**config.mk**
```make
export PLATFORM = sky130hd
export DESIGN_NAME = mem_arbiter_flat
export DESIGN_NICKNAME = d
export VERILOG_FILES = /design/src/rtl/mem_arbiter_if.sv /design/src/rtl/mem_arbiter.sv /design/src/flat_wrapper.sv
export SDC_FILE = /design/constraint.sdc
export NUM_CORES = 1
export LEC_CHECK = 0
export CORE_UTILIZATION = 39
export CTS_CLUSTER_DIAMETER = 200
export DETAILED_ROUTE_END_ITERATION = 7
export PLACE_DENSITY = 0.8
export SLEW_MARGIN = 10
export SYNTH_ARGS = -nofsm -noshare
export SYNTH_HDL_FRONTEND = slang
export SYNTH_SLANG_ARGS = --single-unit
```
**constraint.sdc**
```tcl
create_clock -name clk -period 2.15 [get_ports clk]
set_input_delay 0.3225 -clock clk [delete_from_list [all_inputs] [get_ports clk]]
set_output_delay 0.3225 -clock clk [all_outputs]
set_load 0.05 [all_outputs]
```
**src/rtl/mem_arbiter_if.sv**
```systemverilog
// mem_arbiter_if: requester-side and memory-side bus bundle of the two-port memory arbiter.
interface mem_arbiter_if #(parameter int ADDR_W = 6);
  logic req0, req1, we0, we1;
  logic [31:0] adr0, adr1, wdata0, wdata1;
  logic gnt0, gnt1, done0, done1, err0, err1;
  logic [31:0] rdata0, rdata1;
  logic mem_en, mem_we;
  logic [ADDR_W-1:0] mem_adr;
  logic [31:0] mem_wdata, mem_rdata;
  modport slave (
    input  req0, req1, we0, we1, adr0, adr1, wdata0, wdata1, mem_rdata,
    output gnt0, gnt1, done0, done1, err0, err1, rdata0, rdata1,
           mem_en, mem_we, mem_adr, mem_wdata
  );
  modport master (
    output req0, req1, we0, we1, adr0, adr1, wdata0, wdata1, mem_rdata,
    input  gnt0, gnt1, done0, done1, err0, err1, rdata0, rdata1,
           mem_en, mem_we, mem_adr, mem_wdata
  );
endinterface

```
**src/rtl/mem_arbiter.sv**
```systemverilog
// mem_arbiter: round-robin two-port arbiter sequencing one fixed-latency single-port memory.
// Define MEMARB_RANGE_CHECK_EN to flag out-of-range addresses instead of wrapping them.
module mem_arbiter #(
  parameter int DEPTH   = 64,
  parameter int MEM_LAT = 1
) (
  input logic clk,
  input logic reset,
  mem_arbiter_if.slave bus
);
  localparam int ADDR_W = $clog2(DEPTH);
  localparam int CNT_W  = $clog2(MEM_LAT + 1);
  typedef enum logic [1:0] {IDLE, ISSUE, WAIT, RESP} state_t;
  state_t r_state, w_next;
  logic r_rr, r_id, r_we;
  logic [ADDR_W-1:0] r_adr;
  logic [31:0] r_wdata, r_rdata;
  logic [CNT_W-1:0] r_cnt;
  logic w_idle, w_gnt0, w_gnt1, w_gnt, w_oor, w_last, w_issue, w_resp, w_unused;
  logic [31:0] w_adr;
  // gnt is combinational and suppressed during reset so every output reads 0 then
  assign w_idle = r_state == IDLE && !reset;
  assign w_gnt0 = w_idle && bus.req0 && (!bus.req1 || !r_rr);
  assign w_gnt1 = w_idle && bus.req1 && (!bus.req0 || r_rr);
  assign w_gnt  = w_gnt0 || w_gnt1;
  assign w_adr  = w_gnt1 ? bus.adr1 : bus.adr0;
  assign w_last = r_cnt == CNT_W'(1);
`ifdef MEMARB_RANGE_CHECK_EN
  logic r_err;
  assign w_oor    = |w_adr[31:ADDR_W+2];
  assign w_unused = ^w_adr[1:0];
`else
  assign w_oor    = 1'b0;
  assign w_unused = ^{w_adr[31:ADDR_W+2], w_adr[1:0]};
`endif
  always_ff @(posedge clk) begin
    if (reset) r_state <= IDLE;
    else       r_state <= w_next;
  end
  always_comb begin
    w_next = r_state == IDLE  ? (w_gnt ? (w_oor ? RESP : ISSUE) : IDLE) :
             r_state == ISSUE ? WAIT :
             r_state == WAIT  ? (w_last ? RESP : WAIT) : IDLE;
  end
  always_ff @(posedge clk) begin
    if (reset) begin
      r_rr    <= 1'b0;
      r_id    <= 1'b0;
      r_we    <= 1'b0;
      r_adr   <= '0;
      r_wdata <= '0;
      r_rdata <= '0;
      r_cnt   <= '0;
`ifdef MEMARB_RANGE_CHECK_EN
      r_err   <= 1'b0;
`endif
    end else begin
      if (w_gnt) begin
        r_rr    <= w_gnt0;
        r_id    <= w_gnt1;
        r_we    <= w_gnt1 ? bus.we1 : bus.we0;
        r_adr   <= w_adr[ADDR_W+1:2];
        r_wdata <= w_gnt1 ? bus.wdata1 : bus.wdata0;
        r_rdata <= '0;
`ifdef MEMARB_RANGE_CHECK_EN
        r_err   <= w_oor;
`endif
      end
      if (r_state == ISSUE) r_cnt <= CNT_W'(MEM_LAT);
      else if (r_state == WAIT) begin
        r_cnt <= r_cnt - CNT_W'(1);
        if (w_last) r_rdata <= r_we ? '0 : bus.mem_rdata;
      end
    end
  end
  assign w_issue = r_state == ISSUE;
  assign w_resp  = r_state == RESP;
  always_comb begin
    bus.gnt0      = w_gnt0;
    bus.gnt1      = w_gnt1;
    bus.done0     = w_resp && !r_id;
    bus.done1     = w_resp && r_id;
    bus.rdata0    = (w_resp && !r_id) ? r_rdata : '0;
    bus.rdata1    = (w_resp && r_id) ? r_rdata : '0;
`ifdef MEMARB_RANGE_CHECK_EN
    bus.err0      = w_resp && !r_id && r_err;
    bus.err1      = w_resp && r_id && r_err;
`else
    bus.err0      = 1'b0;
    bus.err1      = 1'b0;
`endif
    bus.mem_en    = w_issue;
    bus.mem_we    = w_issue && r_we;
    bus.mem_adr   = w_issue ? r_adr : '0;
    bus.mem_wdata = w_issue ? r_wdata : '0;
  end
endmodule

```
**src/flat_wrapper.sv**
```systemverilog
// flat-port wrapper written by rule: the top's interface ports become plain ports
module mem_arbiter_flat 
#(
  parameter int DEPTH   = 64,
  parameter int MEM_LAT = 1
)
  (clk, reset, bus_req0, bus_req1, bus_we0, bus_we1, bus_adr0, bus_adr1, bus_wdata0, bus_wdata1, bus_mem_rdata, bus_gnt0, bus_gnt1, bus_done0, bus_done1, bus_err0, bus_err1, bus_rdata0, bus_rdata1, bus_mem_en, bus_mem_we, bus_mem_adr, bus_mem_wdata);
  mem_arbiter_if #(.ADDR_W(6)) bus_i ();
  input logic clk;
  input logic reset;
  input wire logic [$bits(bus_i.req0)-1:0] bus_req0;
  input wire logic [$bits(bus_i.req1)-1:0] bus_req1;
  input wire logic [$bits(bus_i.we0)-1:0] bus_we0;
  input wire logic [$bits(bus_i.we1)-1:0] bus_we1;
  input wire logic [$bits(bus_i.adr0)-1:0] bus_adr0;
  input wire logic [$bits(bus_i.adr1)-1:0] bus_adr1;
  input wire logic [$bits(bus_i.wdata0)-1:0] bus_wdata0;
  input wire logic [$bits(bus_i.wdata1)-1:0] bus_wdata1;
  input wire logic [$bits(bus_i.mem_rdata)-1:0] bus_mem_rdata;
  output wire logic [$bits(bus_i.gnt0)-1:0] bus_gnt0;
  output wire logic [$bits(bus_i.gnt1)-1:0] bus_gnt1;
  output wire logic [$bits(bus_i.done0)-1:0] bus_done0;
  output wire logic [$bits(bus_i.done1)-1:0] bus_done1;
  output wire logic [$bits(bus_i.err0)-1:0] bus_err0;
  output wire logic [$bits(bus_i.err1)-1:0] bus_err1;
  output wire logic [$bits(bus_i.rdata0)-1:0] bus_rdata0;
  output wire logic [$bits(bus_i.rdata1)-1:0] bus_rdata1;
  output wire logic [$bits(bus_i.mem_en)-1:0] bus_mem_en;
  output wire logic [$bits(bus_i.mem_we)-1:0] bus_mem_we;
  output wire logic [$bits(bus_i.mem_adr)-1:0] bus_mem_adr;
  output wire logic [$bits(bus_i.mem_wdata)-1:0] bus_mem_wdata;
  assign bus_i.req0 = bus_req0;
  assign bus_i.req1 = bus_req1;
  assign bus_i.we0 = bus_we0;
  assign bus_i.we1 = bus_we1;
  assign bus_i.adr0 = bus_adr0;
  assign bus_i.adr1 = bus_adr1;
  assign bus_i.wdata0 = bus_wdata0;
  assign bus_i.wdata1 = bus_wdata1;
  assign bus_i.mem_rdata = bus_mem_rdata;
  assign bus_gnt0 = bus_i.gnt0;
  assign bus_gnt1 = bus_i.gnt1;
  assign bus_done0 = bus_i.done0;
  assign bus_done1 = bus_i.done1;
  assign bus_err0 = bus_i.err0;
  assign bus_err1 = bus_i.err1;
  assign bus_rdata0 = bus_i.rdata0;
  assign bus_rdata1 = bus_i.rdata1;
  assign bus_mem_en = bus_i.mem_en;
  assign bus_mem_we = bus_i.mem_we;
  assign bus_mem_adr = bus_i.mem_adr;
  assign bus_mem_wdata = bus_i.mem_wdata;
  mem_arbiter #(.DEPTH(DEPTH), .MEM_LAT(MEM_LAT)) u_core (.clk(clk), .reset(reset), .bus(bus_i));
endmodule
```
### After elaboration in Yosys (flattened, before gate mapping)

Cells that the tools add are included.
Widths: inputs -> output; s select.

* register bits: 76
* logic and storage cells: 49
* ROM bits: 0
* memory bits (writable): 0
* bits of input ports: 166
* bits in latches: 0
* memories: 0

* shift operators: 0
* multiply operators: 0
* reduce and logical (&&, ||, !) cells: 18
* $add $sub $neg: 1
* $lt $le $gt $ge: 0
* divide/modulo/power cells: 0
* mux-type cells: 19
* equality and inequality tests: 3
* bitwise gates (word level): 0

Operators with widths (count)
* $mux 32: 9
* $logic_and 1x1->1: 8
* $mux 8: 1
* $mux 2: 3
* $mux 6: 1
* $logic_not 1->1: 5
* $mux 1: 5
* $eq 2x2->1 const B: 2
* $logic_or 1x1->1: 3
* $eq 2x1->1 const B: 1
* $logic_not 2->1: 1
* $reduce_bool 2->1: 1
* $sub 1x1->1 const B: 1

### Longest topological paths before layout

Gate-level depths: netlist of the first run.

* depth after elaboration: 9
* gate-level depth with buffers: 7

### Worst setup path after synthesis of the first run

Ideal clock, no wire load.

* path type: reg2out
* from: register u_core.r_state[0]
* to: output bus_rdata0[22]
* path slack: -0.107 ns
* stages on the path, launching flop included: 5
* arrival: 1.934 ns
* required time: 1.827 ns
* cell sequence: dfxtp_1 > ha_1 > nor2b_1 > clkbuf_1 > and2_1

* longest elaborated chain between the ends: 3

RTL lines
* start: declaration: RTL line mem_arbiter.sv:14 `state_t r_state, w_next;`
* start signal: assignment: RTL line mem_arbiter.sv:38 `else r_state <= w_next;`
* $eq 2x2->1: RTL line mem_arbiter.sv:77 `assign w_resp = r_state == RESP;`
* $logic_and 1x1->1
* net bus_done0: RTL line flat_wrapper.sv:22 `output wire logic [$bits(bus_i.done0)-1:0] bus_done0;`
* $mux 32: RTL line mem_arbiter.sv:83 `bus.rdata0 = (w_resp && !r_id) ? r_rdata : '0;`
* end: declaration: RTL line flat_wrapper.sv:26 `output wire logic [$bits(bus_i.rdata0)-1:0] bus_rdata0;`

The timed path passes the listed nets, and every way through them passes these cells.

### Worst setup path in the final report of the first run

* from: register u_core.r_state[0]
* to: output bus_rdata0[13]

* longest elaborated chain between the ends: 3

RTL lines (RTL line)
* $eq 2x2->1: mem_arbiter.sv:77
* $logic_and 1x1->1: mem_arbiter.sv:83
* $mux 32: mem_arbiter.sv:83

No other way between the ends.

==> results.md, run 1 <==
- The flow ran to the end, but the final reports show violations.
- The checks that failed: DRC.
- The count of filler cells inserted in the layout is 869.
- In the post-synthesis netlist, the biggest area contributors are sky130_fd_sc_hd__dfxtp_1 32%, sky130_fd_sc_hd__and2_1 9.5%, sky130_fd_sc_hd__a21oi_1 7.5%.
- Across the run, the number of max-cap violations was 0.
- The total clock buffers created by CTS is 9.
- Setup repair after global routing left no endpoint under its margin.
- The die outline area is 12,600 um^2.
- The floorplan die height is roughly 110 um.
- In this run the standard cell core region covers 11,600 um^2.
- Along the worst hold path, the cell count comes to 4.
- The share of cells above drive strength 1 is a little under a quarter.
- At the pin with the least slew margin, the transition time is 0.581 ns.
- The number of enable-type register cells in the synthesized netlist is 0.
- The synthesized cell area is 4720 um^2.
- From left edge to right edge, the die measures 112 um.
- sky130_fd_sc_hd__dfxtp_1 is the most common cell in the netlist.
- The highest attainable clock frequency is 494 MHz.
- The count of unique library cells instantiated by Yosys is 29.
- The first global-routing pass estimated 26.8 mm of wire.
- The worst path needs 2.02 ns of the cycle, external delays included.
- In this run the most used layer during global routing was met2.
- Counting every instance in the synthesized netlist gives approximately 540.
- The count of TritonRoute iterations in the first routing pass is 8.
- In the synthesized netlist, the cells that appear most often are 76 x sky130_fd_sc_hd__dfxtp_1, 72 x sky130_fd_sc_hd__and2_1, 71 x sky130_fd_sc_hd__a21oi_1.
- The biggest area contributor in the post-synthesis netlist is sky130_fd_sc_hd__dfxtp_1.
- The clock net in this run drives a total of 76 sinks.
- The overflow left after global routing is 0.
- The type of the tightest min-delay check is primary input to flip-flop.
- After clock tree synthesis, the clock-pin slew on the worst setup and hold paths is 0.06 ns.
- At the worst endpoint, the arrival time is around 1.7 ns.
- The worst setup path is launched from a flip-flop.
- The global-route total usage across every layer is 26.6%.
- The first routing iteration left 442 violations.
- The portion of synthesized cell area occupied by the leading cell type is around a third.
- Buffers added to address setup during post-CTS repair amount to 0.
- STA classifies the critical path endpoint as an output port.
- Once layout is complete, the utilization of the core stands at just over 70%.
- The final count of pins violating max slew is 0.
- Along the worst path, the maximum fanout reaches 33.
- The via count of the first global-routing pass is 5,256.
- The antenna violation net count after detailed routing is 0.
- The root buffer cell is sky130_fd_sc_hd__clkbuf_16.
- Sequential elements use approximately 32% of the synthesized area.
- The later pin in the worst-skew pair is clocked with a latency of roughly 0.32 ns.
- The fraction of met1 tracks used by global routing is 30.0%.
- In the routed layout, each cell is associated on average with a via count of 5.89.
- The via total after detailed routing is 5,133.
- The H-tree was split into 3 levels.
- The Yosys step of the flow raised 0 warnings.
- The routed wire length per instance is 19.4 um.
- Clock skew on the completed layout was measured at 0.00562 ns.
- For this configuration, the core starts out at a cell density of 40.7%.
- The standard-cell row count is 39.
- The synthesized area per cell is 8.68 um^2.
- Of the available clock period, the critical path in the final layout requires a little over nine tenths.
- The final-report hold violation count came to 0.
- During placement, the flow inserted port buffers numbering 221.
- The congestion estimate from routability-driven global placement came to 0.773.
- The CTS tree is yes.
- The share of synthesized flip-flops with an asynchronous set or reset is 0%.
- The required time of the critical path is 1.83 ns.
- After legalization and detailed placement, the total HPWL measured 11.9 mm.
- The static leakage power is 0.00301 uW.
- IR analysis of the VDD net gives a maximum drop of 417 uV.
- Compared with the post-synthesis result, the final layout area differs by 77.5%.
- The wire length reported by the detailed router is 16.9 mm.
- The met2 track utilization from global routing is 48.4%.
- For this run, global-route usage on met3 was measured as 6.97%.
- In this run the tightest slew margin relative to its limit is 60.3%.
- The number of diodes added for antenna fixing is 0.
- The final layout contains just under 900 nets.
- roughly 280 I/O pins were placed.
- The DRC violations left is 15.
- The number of buffers between clock root and the deepest sink is 2.
- The startpoint-to-endpoint class of the critical path is flip-flop to output port.
- For this run, the leading register cell type out of synthesis is sky130_fd_sc_hd__dfxtp_1.
- The largest net degree at the start of global routing is 43.
- Setup violations remaining at the end of the flow were counted as 0.
- The number of storage elements in the synthesis netlist is between 70 and 80.
- The worst register-to-register path has a depth of 6.
- Dividing total power by cell area gives a power density of 503 nW/um^2.
- Summed over all failing endpoints, the final setup total negative slack is 0 ns.
- The number of antenna violations at the first check in global routing is 0.
==> metal layers <==
layer  share of wire (%)  vias to the layer above  routed length (um)
met2                  52                      221                8800
met5                   0                        -                   0
met3                 7.5                       22                1270
met4                 1.6                        0                 269
met1                  39                     2480                6560
li1                    -                     2410                   -
==> power breakdown <==
part | switching [uW] | total [uW] | leakage (uW) | internal [uW]
Sequential | 45.5 | 1540 | 0.000621 | 1490
Clock | 572 | 1580 | 0.000148 | 1010
Combinational | 589 | 1100 | 0.00224 | 516
==> cell type report <==
class / count / area [um^2] / share of cell area, %
Sequential cell: 76 / 1520 / 18.1
Clock buffer: 10 / 229 / 2.73
Inverter: 4 / 15.0 / 0.179
Clock inverter: 5 / 77.6 / 0.925
Timing Repair Buffer: 249 / 3550 / 42.3
Multi-Input combinational cell: 384 / 2820 / 33.6
Tap cell: 143 / 179 / 2.13
==> metrics by stage <==
step	setup WS [ns]	std cells	cell area [um^2]	power [uW]	hold slack, ns
after floorplan	0.164	545	4730	2140	0.473
after global placement	0.278	856	8070	2620	0.482
after detailed placement	0.0547	856	8070	2660	0.498
after CTS	0.0530	871	8380	4240	0.473
after global routing	0.0153	871	8390	4390	0.497
final	0.127	871	8390	4220	0.471
==> final timing paths <==
| check | slack (ns) | endpoint | start |
|---|---|---|---|
| worst min-delay path | 0.47 | u_core.r_id | reset |
| worst max-delay path | 0.13 | bus_rdata0[13] | u_core.r_state[0] |
| worst min register to register | 0.50 | u_core.r_rdata[30] | u_core.r_rdata[30] |
| worst max register to register | 0.32 | u_core.r_wdata[28] | u_core.r_state[0] |
==> layout by cell type (no fill, tap or decap), drive strengths merged <==
master         instances
a2111oi               39
a21oi                 71
a31o                   1
and2                  72
and3                  33
and3b                  1
buf                  138
bufinv                 2
clkbuf                10
clkdlybuf4s50        111
clkinv                 2
clkinvlp               1
conb                   2
dfxtp                 76
ha                     4
inv                    4
nand2                  4
nand2b                 2
nand3b                33
nor2                   4
nor2b                  3
nor3                   1
nor3b                  1
nor4                  39
nor4b                 39
o211ai                32
o31ai                  1
o32ai                  1
or2                    1
==> registers in the layout (all words and copies together) (netlist names) <==
signal,cells
u_core.r_adr,6
u_core.r_cnt,1
u_core.r_id,1
u_core.r_rdata,32
u_core.r_rr,1
u_core.r_state,2
u_core.r_wdata,32
u_core.r_we,1
==> cells by family after synthesis <==
| family | count (synthesis) | synth area share (%) |
|---|---|---|
| compound gates | 145 | 24.3 |
| fa+ha+maj | 4 | 1.06 |
| buf+inv | 85 | 8.74 |
| flops | 76 | 32.2 |
| other cells | 1 | 0.0794 |
| simple gates | 233 | 33.6 |
==> timing repair <==
action / in CTS / in global routing
endpoints found under the setup margin: 0 / 22
hold buffers: 0 / 0
resized for setup: 0 / 2
==> critical path, stage by stage, from the launching register on <==
cell                      delay, ns
sky130_fd_sc_hd__dfxtp_1       0.36
sky130_fd_sc_hd__ha_1          0.18
sky130_fd_sc_hd__nor2b_1       0.13
sky130_fd_sc_hd__buf_4         0.29
sky130_fd_sc_hd__and2_1        0.25
sky130_fd_sc_hd__buf_12        0.15
Note: power is estimated with default switching activity, not from simulation.
==> inputs of run 2 (changes only) <==
--- a/config.mk
+++ b/config.mk
@@ -5,9 +5,11 @@
 export SDC_FILE = /design/constraint.sdc
 export NUM_CORES = 1
 export LEC_CHECK = 0
+export CAP_MARGIN = 40
 export CORE_UTILIZATION = 39
 export CTS_CLUSTER_DIAMETER = 200
 export DETAILED_ROUTE_END_ITERATION = 7
+export GPL_TIMING_DRIVEN = 1
 export PLACE_DENSITY = 0.8
 export SLEW_MARGIN = 10
 export SYNTH_ARGS = -nofsm -noshare
==> results of run 2 <==
No change in the layout: final DEF, timing and power equal those of run 1.
